**config.mk**
```make
export PLATFORM = sky130hd
export DESIGN_NAME = turn_timer_flat
export DESIGN_NICKNAME = d
export VERILOG_FILES = /design/src/rtl/turn_timer_if.sv /design/src/rtl/turn_timer.sv /design/src/flat_wrapper.sv
export SDC_FILE = /design/constraint.sdc
export NUM_CORES = 1
export LEC_CHECK = 0
export ABC_AREA = 1
export BUFFER_PORTS_ARGS = -buffer_cell sky130_fd_sc_hd__buf_2
export CAP_MARGIN = 10
export CORE_ASPECT_RATIO = 2
export CORE_MARGIN = 2
export CORE_UTILIZATION = 45
export CTS_CLUSTER_SIZE = 10
export DETAILED_ROUTE_END_ITERATION = 10
export GPL_TIMING_DRIVEN = 1
export SKIP_CTS_REPAIR_TIMING = 1
export SLEW_MARGIN = 20
export SYNTH_ARGS = -nofsm -noshare
export SYNTH_HDL_FRONTEND = slang
export SYNTH_SLANG_ARGS = --single-unit
```
**constraint.sdc**
```tcl
create_clock -name clk -period 2.6 [get_ports clk]
set_input_delay 0.13 -clock clk [delete_from_list [all_inputs] [get_ports clk]]
set_output_delay 0.13 -clock clk [all_outputs]
set_load 0.05 [all_outputs]
```
**src/rtl/turn_timer_if.sv**
```systemverilog
// Control strobes and display/status outputs of the per-move turn timer.
interface turn_timer_if;
  logic       tick;
  logic       start;
  logic       pause;
  logic       move_done;
  logic       abort;
  logic [3:0] secs_tens;
  logic [3:0] secs_ones;
  logic       current_player;
  logic       running;
  logic       timeout;

  modport master (
    output tick, start, pause, move_done, abort,
    input  secs_tens, secs_ones, current_player, running, timeout
  );

  modport slave (
    input  tick, start, pause, move_done, abort,
    output secs_tens, secs_ones, current_player, running, timeout
  );
endinterface

```
**src/rtl/turn_timer.sv**
```systemverilog
// Per-move countdown: prescales tick strobes to seconds, counts a BCD budget
// down, tracks the player on turn and pulses timeout on expiry.
module turn_timer #(
  parameter int TURN_SECONDS  = 15,
  parameter int TICKS_PER_SEC = 1000
) (
  input  logic         clk,
  input  logic         reset_n,
  turn_timer_if.slave  bus
);
  localparam int              PW         = $clog2(TICKS_PER_SEC);
  localparam logic [3:0]      TENS_INIT  = 4'(TURN_SECONDS / 10);
  localparam logic [3:0]      ONES_INIT  = 4'(TURN_SECONDS % 10);
  localparam logic [PW-1:0]   PRESC_MAX  = PW'(TICKS_PER_SEC - 1);

  typedef enum logic [1:0] {IDLE, RUN, PAUSED, EXPIRED} state_t;

  state_t        state, state_nxt;
  logic [3:0]    tens, ones;
  logic [PW-1:0] presc;
  logic          player;
  logic          timeout_q;

  // A counted tick in RUN: abort, move_done and pause all suppress it.
  logic sec_tick, last_sec;
  assign sec_tick = (state == RUN) && !bus.abort && !bus.move_done && !bus.pause
                    && bus.tick && (presc == PRESC_MAX);
  assign last_sec = (tens == 4'd0) && (ones == 4'd1);

  // NOTE: sequential state uses non-blocking assignments so every register
  // samples pre-edge values regardless of block ordering.
  always_ff @(posedge clk or negedge reset_n) begin
    if (!reset_n) state <= IDLE;
    else          state <= state_nxt;
  end

  // NOTE: default assignment first keeps this comb block latch-free.
  always_comb begin
    state_nxt = state;
    if (bus.abort) begin
      state_nxt = IDLE;
    end else begin
      unique case (state)
        IDLE:    if (bus.start) state_nxt = RUN;
        RUN: begin
          if (bus.move_done)              state_nxt = RUN;
          else if (bus.pause)             state_nxt = PAUSED;
          else if (sec_tick && last_sec)  state_nxt = EXPIRED;
        end
        PAUSED:  if (!bus.pause) state_nxt = RUN;
        EXPIRED: if (bus.start) state_nxt = RUN;
        default: state_nxt = IDLE;
      endcase
    end
  end

  always_ff @(posedge clk or negedge reset_n) begin
    if (!reset_n) begin
      tens      <= TENS_INIT;
      ones      <= ONES_INIT;
      presc     <= '0;
      player    <= 1'b0;
      timeout_q <= 1'b0;
    end else begin
      // Flags only the RUN->EXPIRED edge, so the pulse lasts one cycle.
      timeout_q <= (state == RUN) && (state_nxt == EXPIRED);
      if (bus.abort || (state == IDLE && bus.start)) begin
        tens   <= TENS_INIT;
        ones   <= ONES_INIT;
        presc  <= '0;
        player <= 1'b0;
      end else if ((state == RUN && bus.move_done) || (state == EXPIRED && bus.start)) begin
        tens   <= TENS_INIT;
        ones   <= ONES_INIT;
        presc  <= '0;
        player <= ~player;
      end else if (state == RUN && !bus.pause && bus.tick) begin
        if (presc == PRESC_MAX) begin
          presc <= '0;
          if (ones == 4'd0) begin
            ones <= 4'd9;
            tens <= tens - 4'd1;
          end else begin
            ones <= ones - 4'd1;
          end
        end else begin
          presc <= presc + 1'b1;
        end
      end
    end
  end

  always_comb begin
    bus.secs_tens      = tens;
    bus.secs_ones      = ones;
    bus.current_player = player;
    bus.running        = (state == RUN);
    bus.timeout        = timeout_q;
  end
endmodule
```
**src/flat_wrapper.sv**
```systemverilog
// flat-port wrapper written by rule: the top's interface ports become plain ports
module turn_timer_flat 
#(
  parameter int TURN_SECONDS  = 15,
  parameter int TICKS_PER_SEC = 1000
)
  (clk, reset_n, bus_tick, bus_start, bus_pause, bus_move_done, bus_abort, bus_secs_tens, bus_secs_ones, bus_current_player, bus_running, bus_timeout);
  turn_timer_if bus_i ();
  input  logic clk;
  input  logic reset_n;
  input wire logic [$bits(bus_i.tick)-1:0] bus_tick;
  input wire logic [$bits(bus_i.start)-1:0] bus_start;
  input wire logic [$bits(bus_i.pause)-1:0] bus_pause;
  input wire logic [$bits(bus_i.move_done)-1:0] bus_move_done;
  input wire logic [$bits(bus_i.abort)-1:0] bus_abort;
  output wire logic [$bits(bus_i.secs_tens)-1:0] bus_secs_tens;
  output wire logic [$bits(bus_i.secs_ones)-1:0] bus_secs_ones;
  output wire logic [$bits(bus_i.current_player)-1:0] bus_current_player;
  output wire logic [$bits(bus_i.running)-1:0] bus_running;
  output wire logic [$bits(bus_i.timeout)-1:0] bus_timeout;
  assign bus_i.tick = bus_tick;
  assign bus_i.start = bus_start;
  assign bus_i.pause = bus_pause;
  assign bus_i.move_done = bus_move_done;
  assign bus_i.abort = bus_abort;
  assign bus_secs_tens = bus_i.secs_tens;
  assign bus_secs_ones = bus_i.secs_ones;
  assign bus_current_player = bus_i.current_player;
  assign bus_running = bus_i.running;
  assign bus_timeout = bus_i.timeout;
  turn_timer #(.TURN_SECONDS(TURN_SECONDS), .TICKS_PER_SEC(TICKS_PER_SEC)) u_core (.clk(clk), .reset_n(reset_n), .bus(bus_i));
endmodule
```
==> results of run 1 <==
[cells in the mapped netlist (all sizes together)]
master,instances
nand2,43
inv,41
nor2,28
o21ai,21
dfrtp,19
a21oi,11
nand3,10
ha,9
nand4,4
dfstp,3
buf,2
nor3,2
xor2,2
a221oi,1
nor4,1
o211ai,1
o22ai,1
o31ai,1
or2,1
xnor2,1
[worst paths after layout]
check	endpoint	from	depth (start not counted)	slack, ps
min in group asynchronous	u_core.bus.secs_tens[3]	reset_n	2	350
max reg2reg	u_core.bus.secs_tens[1]	u_core.state[1]	9	680
max	u_core.bus.secs_tens[1]	u_core.state[1]	9	680
max in group asynchronous	u_core.bus.secs_ones[2]	reset_n	2	1890
min	u_core.bus.timeout	bus_abort	4	180
min reg2reg	u_core.bus.secs_tens[0]	u_core.bus.secs_tens[0]	2	480
[worst max-delay path, stage by stage, from the launching register on]
cell and delay (ps):
dfrtp_1 410, inv_1 130, ha_1 240, inv_1 100, o22ai_4 240, nor2_4 80
nand2_4 160, nand2_4 140, nor2_4 190, o21ai_0 100
[cell families after synthesis]
kind of cell	synth area share (%)
compound gates	14.3
buf+inv	11.9
fa+ha+maj	7.61
xor+xnor	1.78
flops	37.4
simple gates	27.0
[layer usage]
layer  wire, um  vias up
li1           -      677
met1       1260      629
met2       1990       20
met3         95        8
met4         68        0
met5          0        -
[cells in the final DEF, fill, tap and decap left out, types with 2 or more instances in the layout]
cell      Yosys  layout
o21ai_0      15      15
xor2_1        2       2
ha_1          9       9
nor2_1       26      26
nand2_4       2       2
inv_1        40      40
nor3_1        2       2
o21ai_1       4       4
nand3_1      10      10
nand2_1      39      39
nor2_4        2       2
buf_2         0      17
clkbuf_8      0       4
dfstp_2       3       3
o21ai_2       2       2
nand2_2       2       2
dfrtp_1      19      19
a21oi_1      11      11
nand4_1       4       4
[state kept, by name, indices dropped and copies added, names as in the netlist]
signal / cells
u_core.presc: 10
u_core.bus.secs_ones: 4
u_core.bus.secs_tens: 4
u_core.state: 2
u_core.bus.current_player: 1
u_core.bus.timeout: 1
[through the flow]
step                      power (uW)  area, um^2
after floorplan                 1020        1480
after global placement          1160        1580
after detailed placement        1170        1580
after CTS                       1420        1640
after global routing            1510        1650
final                           1410        1650
[where the power goes]
part           switching, uW  internal [uW]
Sequential              59.1            416
Clock                    116            135
Combinational            491            192
Total                    666            743
[layout make-up]
type	count	area share, %
clock buffer	4	3.34
inverter	41	9.35
multi-input combinational	137	45.5
sequential	22	33.7
tap	31	2.36
timing repair buffer	18	5.78
==> summary.md, run 1 <==
| Metric | Value |
|---|---|
| Status | `finished clean` |
| First-pass iteration count of the detailed router | `4` |
| Finished Layout Cells | `253` |
| Wirelength per Cell | `13.5 um` |
| Post-Synthesis Cells | `202` |
| Post-Syn Area | `1480 um^2` |
| Maximum operating frequency | `522 MHz` |
| First-pass GRT wire length | `5690 um` |
| Floorplan row count | `29` |
| Initial antenna violation count | `0` |
| DRT Wirelength | `3410 um` |
| Initial Utilization | `46.9%` |
| Critical path class | `register to register` |
| Largest net degree at the start of global routing | `23` |
| Worst Path Arrival | `2060 ps` |
| Vias in the first global route | `1353` |
| Vias | `1334` |
| Cell Pwr Density | `856 nW/um^2` |
| # IOs | `18` |
| Multi-input logic area | `749 um^2` |
| Core Region | `3160 um^2` |
| Initial DRC count | `16` |
| Yosys warns | `0` |
| CP startpoint kind | `register` |
| Setup WS pre-CTS | `674 ps` |
| GR peak layer | `met2` |
| CTS Buf Count | `3` |
| Cell taking the most area after synthesis | `dfrtp_1` |
| Hold Crit Class | `primary input to register` |
| CP max FO | `14` |
| Final Util | `52.2%` |
| Mapped Nets | `218` |
| Tot GR Track Use | `20.2%` |
| Setup total negative slack | `0 ps` |
| RD Place Congestion | `0.822` |
| Worst hold slack | `179 ps` |
| Final Hold Vio Count | `0` |
| Clk root buf | `clkbuf_8` |
| Crit. End Element | `register` |
| Post-Place Cells | `248` |
| CTS tree | `done` |
| ANT cells | `0` |
| Post-layout min period | `1920 ps` |
| Clock sinks | `22` |
| VDD IR max | `0.422 mV` |
| DR vias/cell | `5.27` |
| Total grt overflow | `0` |
| Rel. slew slack | `67.2%` |
| Leakage | `0.000843 uW` |
| Clk_skew | `0.808 ps` |
| # H-tree levels | `1` |
| Register Area | `554 um^2` |
| Grt met1 use | `19.7%` |
| Clock Latency Late Sink | `260 ps` |
| Detailed Place HPWL | `2730 um` |
| Register area share after synthesis | `37.4%` |
| Period utilisation layout | `73.7%` |
| Fin. max-slew vios | `0` |
| DRC viols | `0` |
| Die Wd | `44.6 um` |
| M2 GR Usage | `38.9%` |
| Top cells by area, synth | `dfrtp_1 (32%), inv_1 (10%), nand2_1 (9.9%)` |
| Post-synthesis average cell area | `7.33 um^2` |
| FILL cells | `319` |
| Max cap viols | `0` |
| Antenna viol nets, final | `0` |
| DIE AREA | `3790 um^2` |
| Layout cells sized above 1 | `15.3%` |
| Flops & latches, synth | `22` |
| Die height | `85.1 um` |
| RSZ-0062 raised after global routing | `no` |
| Clock input transition at the sequential cells of the worst setup and hold paths | `80 ps` |
| Grt met3 use | `2.34%` |
| Final WS setup | `684 ps` |
| I/O Buffers | `17` |
| NumNets Final | `239` |
| CP required | `2750 ps` |
| Post-synth cell types | `26` |
| Least-Margin Pin Slew | `492 ps` |
| Clk buf depth | `2` |
| Final Setup Violations | `0` |
| Post-synth top area share | `32.1%` |
| Area growth, synth to finish | `11.2%` |
No activity file was read; power rests on OpenSTA's default activity.
==> run 2, diff against run 1 <==
==> constraint.sdc (replaced) <==
create_clock -name clk -period 1.84 [get_ports clk]
set_input_delay 0.092 -clock clk [delete_from_list [all_inputs] [get_ports clk]]
set_output_delay 0.092 -clock clk [all_outputs]
set_load 0.05 [all_outputs]
==> run 2 against run 1 <==
  * Die area unchanged
  * Core utilization increased by 1.7 points
  * Critical path depth grew 1
  * Cell area is 3.2% higher
  * Global-route usage grew 0.35 points
  * Power rose by 44%
  * Combinational power increased by 48%
  * Routed wire length rose by 2.2%
  * First-iteration DRC count grew to 2.7 times the previous value
  * Largest cell class unchanged
  * Cell count grew 1.6%
  * Sequential share of layout area is 0.89 points lower
  * Critical path type unchanged
  * Largest power group unchanged
==> summary.md, run 2 (synthesis gave the netlist of run 1 again) <==
| Metric | Value |
|---|---|
| Floorplan row count | `29 (unchanged)` |
| DIE AREA | `3790 um^2 (unchanged)` |
| Clock input transition at the sequential cells of the worst setup and hold paths | `80 ps (about the same)` |
| CP required | `1990 ps (-760 ps)` |
| Post-layout min period | `1710 ps (-204 ps)` |
| Wirelength per Cell | `13.5 um (+0.64%)` |
| Rel. slew slack | `65.9% (-1.3 points)` |
| Setup total negative slack | `0 ps (unchanged)` |
| # H-tree levels | `1 (unchanged)` |
| Clock sinks | `22 (unchanged)` |
| Commonest cells after routing, fill and taps aside | `inv_1 (38), nand2_1 (38), nor2_1 (25), buf_2 (17), dfrtp_1 (17)` |
| Reg2reg setup slack | `130 ps (-560 ps)` |
| Worst hold slack | `160 ps (-19.2 ps)` |
| Detailed Place HPWL | `2790 um (+2.1%)` |
| Crit. End Element | `register` |
| Cell Pwr Density | `1190 nW/um^2 (+39%)` |
| Initial DRC count | `43 (+27)` |
| Total grt overflow | `0 (unchanged)` |
| Clk_skew | `5.24 ps (+4.43 ps)` |
| Setup WS pre-CTS | `-18.3 ps (-692 ps)` |
| DR vias/cell | `5.30 (+0.44%)` |
| Least-Margin Pin Slew | `507 ps (+14.9 ps)` |
| Clk buf depth | `2 (unchanged)` |
| CTS Buf Count | `3 (unchanged)` |
| Area growth, synth to finish | `14.8%` |
| I/O Buffers | `17 (unchanged)` |
| Final Setup Violations | `0 (unchanged)` |
| First-pass GRT wire length | `5820 um (+2.4%)` |
| Period utilisation layout | `93.0% (+19 points)` |
| CP max FO | `8 (-6)` |
| Number of flip-flops under the largest register name | `10 (unchanged)` |
| Finished Layout Cells | `257 (+1.6%)` |
| VDD IR max | `0.503 mV (+19%)` |
| Initial antenna violation count | `0 (unchanged)` |
| DRC viols | `0 (unchanged)` |
| Initial Utilization | `46.9% (unchanged)` |
| Clk root buf | `clkbuf_8` |
| # IOs | `18 (unchanged)` |
| Critical path class | `register to register` |
| DRT Wirelength | `3480 um (+2.2%)` |
| First-pass iteration count of the detailed router | `4 (unchanged)` |
| CTS tree | `done` |
| Die height | `85.1 um (unchanged)` |
| Worst Path Arrival | `1860 ps (-200 ps)` |
| Vias in the first global route | `1422 (+5.1%)` |
| Largest net degree at the start of global routing | `23 (unchanged)` |
| CP startpoint kind | `register` |
| RSZ-0062 raised after global routing | `no` |
| Max cap viols | `0 (unchanged)` |
| Post-Place Cells | `250 (+0.81%)` |
| Die Wd | `44.6 um (unchanged)` |
| Core Region | `3160 um^2 (unchanged)` |
| Status | `finished clean` |
| NumNets Final | `243 (+1.7%)` |
| Leakage | `0.000860 uW (+1.9%)` |
| Maximum operating frequency | `584 MHz (+12%)` |
| Fin. max-slew vios | `0 (unchanged)` |
| Final WS setup | `128 ps (-556 ps)` |
| Final Hold Vio Count | `0 (unchanged)` |
| Hold Crit Class | `primary input to register` |
| ANT cells | `0 (unchanged)` |
| Clock Latency Late Sink | `260 ps (about the same)` |
| Layout cells sized above 1 | `20.4% (+5.0 points)` |
| Vias | `1361 (+2.0%)` |
| Tot GR Track Use | `20.5% (+0.35 points)` |
| RD Place Congestion | `0.803 (-2.3%)` |
| Antenna viol nets, final | `0 (unchanged)` |
| Most flop-heavy register | `u_core.presc` |
## run 2: cell types whose count changed in the layout (fill, tap and decap cells not counted), sizes merged
cell	before	now
buf	17	21
## run 2: area by class of cell
class | instances | area, um^2
repair buffers | 22 | 125
well taps | 31 | 38.8
clock buffers | 4 | 55.1
inverters | 41 | 154
flip-flops and latches | 22 | 557
fillers | 327 | 1460
multi-input cells | 137 | 769
## run 2: stage by stage
stage / total power, uW / utilization (%) / instance area [um^2]
after floorplan: 1440 / - / 1480
after global placement: 1650 / 50.7 / 1600
after detailed placement: 1670 / 50.7 / 1600
after global routing: 2180 / 53.8 / 1700
final: 2020 / 53.8 / 1700
after CTS: 2020 / 52.4 / 1650
## run 2: per-layer routing
metal	GRT usage, %	part of all wire (%)	up-vias	wire, um
met1	20.5	36	629	1250
met2	36.2	56	31	1950
met5	0	0	-	0
met4	14.3	5.5	0	190
met3	2.77	2.4	19	85
li1	-	-	682	-
## run 2: worst max-delay path, cell delays in order (launching register included)
cell and delay [ps]:
dfrtp_1 410, inv_2 90, ha_2 210, inv_1 80, o22ai_4 190, nor2_4 90, nand2_4 140, buf_4 170
nand3_1 90, nand2_2 90, a21oi_2 50
## run 2: final timing paths
check                                     startpoint                   endpoint  cells past startpoint
setup / recovery                     u_core.state[1]            u_core.presc[7]                     10
hold / removal                             bus_abort            u_core.state[1]                      4
setup reg to reg                     u_core.state[1]            u_core.presc[7]                     10
hold reg to reg            u_core.bus.current_player  u_core.bus.current_player                      1
max in group asynchronous                    reset_n            u_core.state[0]                      2
min in group asynchronous                    reset_n  u_core.bus.current_player                      2
## run 2: report_power, final
part	total, uW	switching (uW)	leakage (uW)	internal (uW)
registers	670	80.9	0.000291	589
clock network	348	157	0.0000288	191
logic	1010	713	0.000540	294
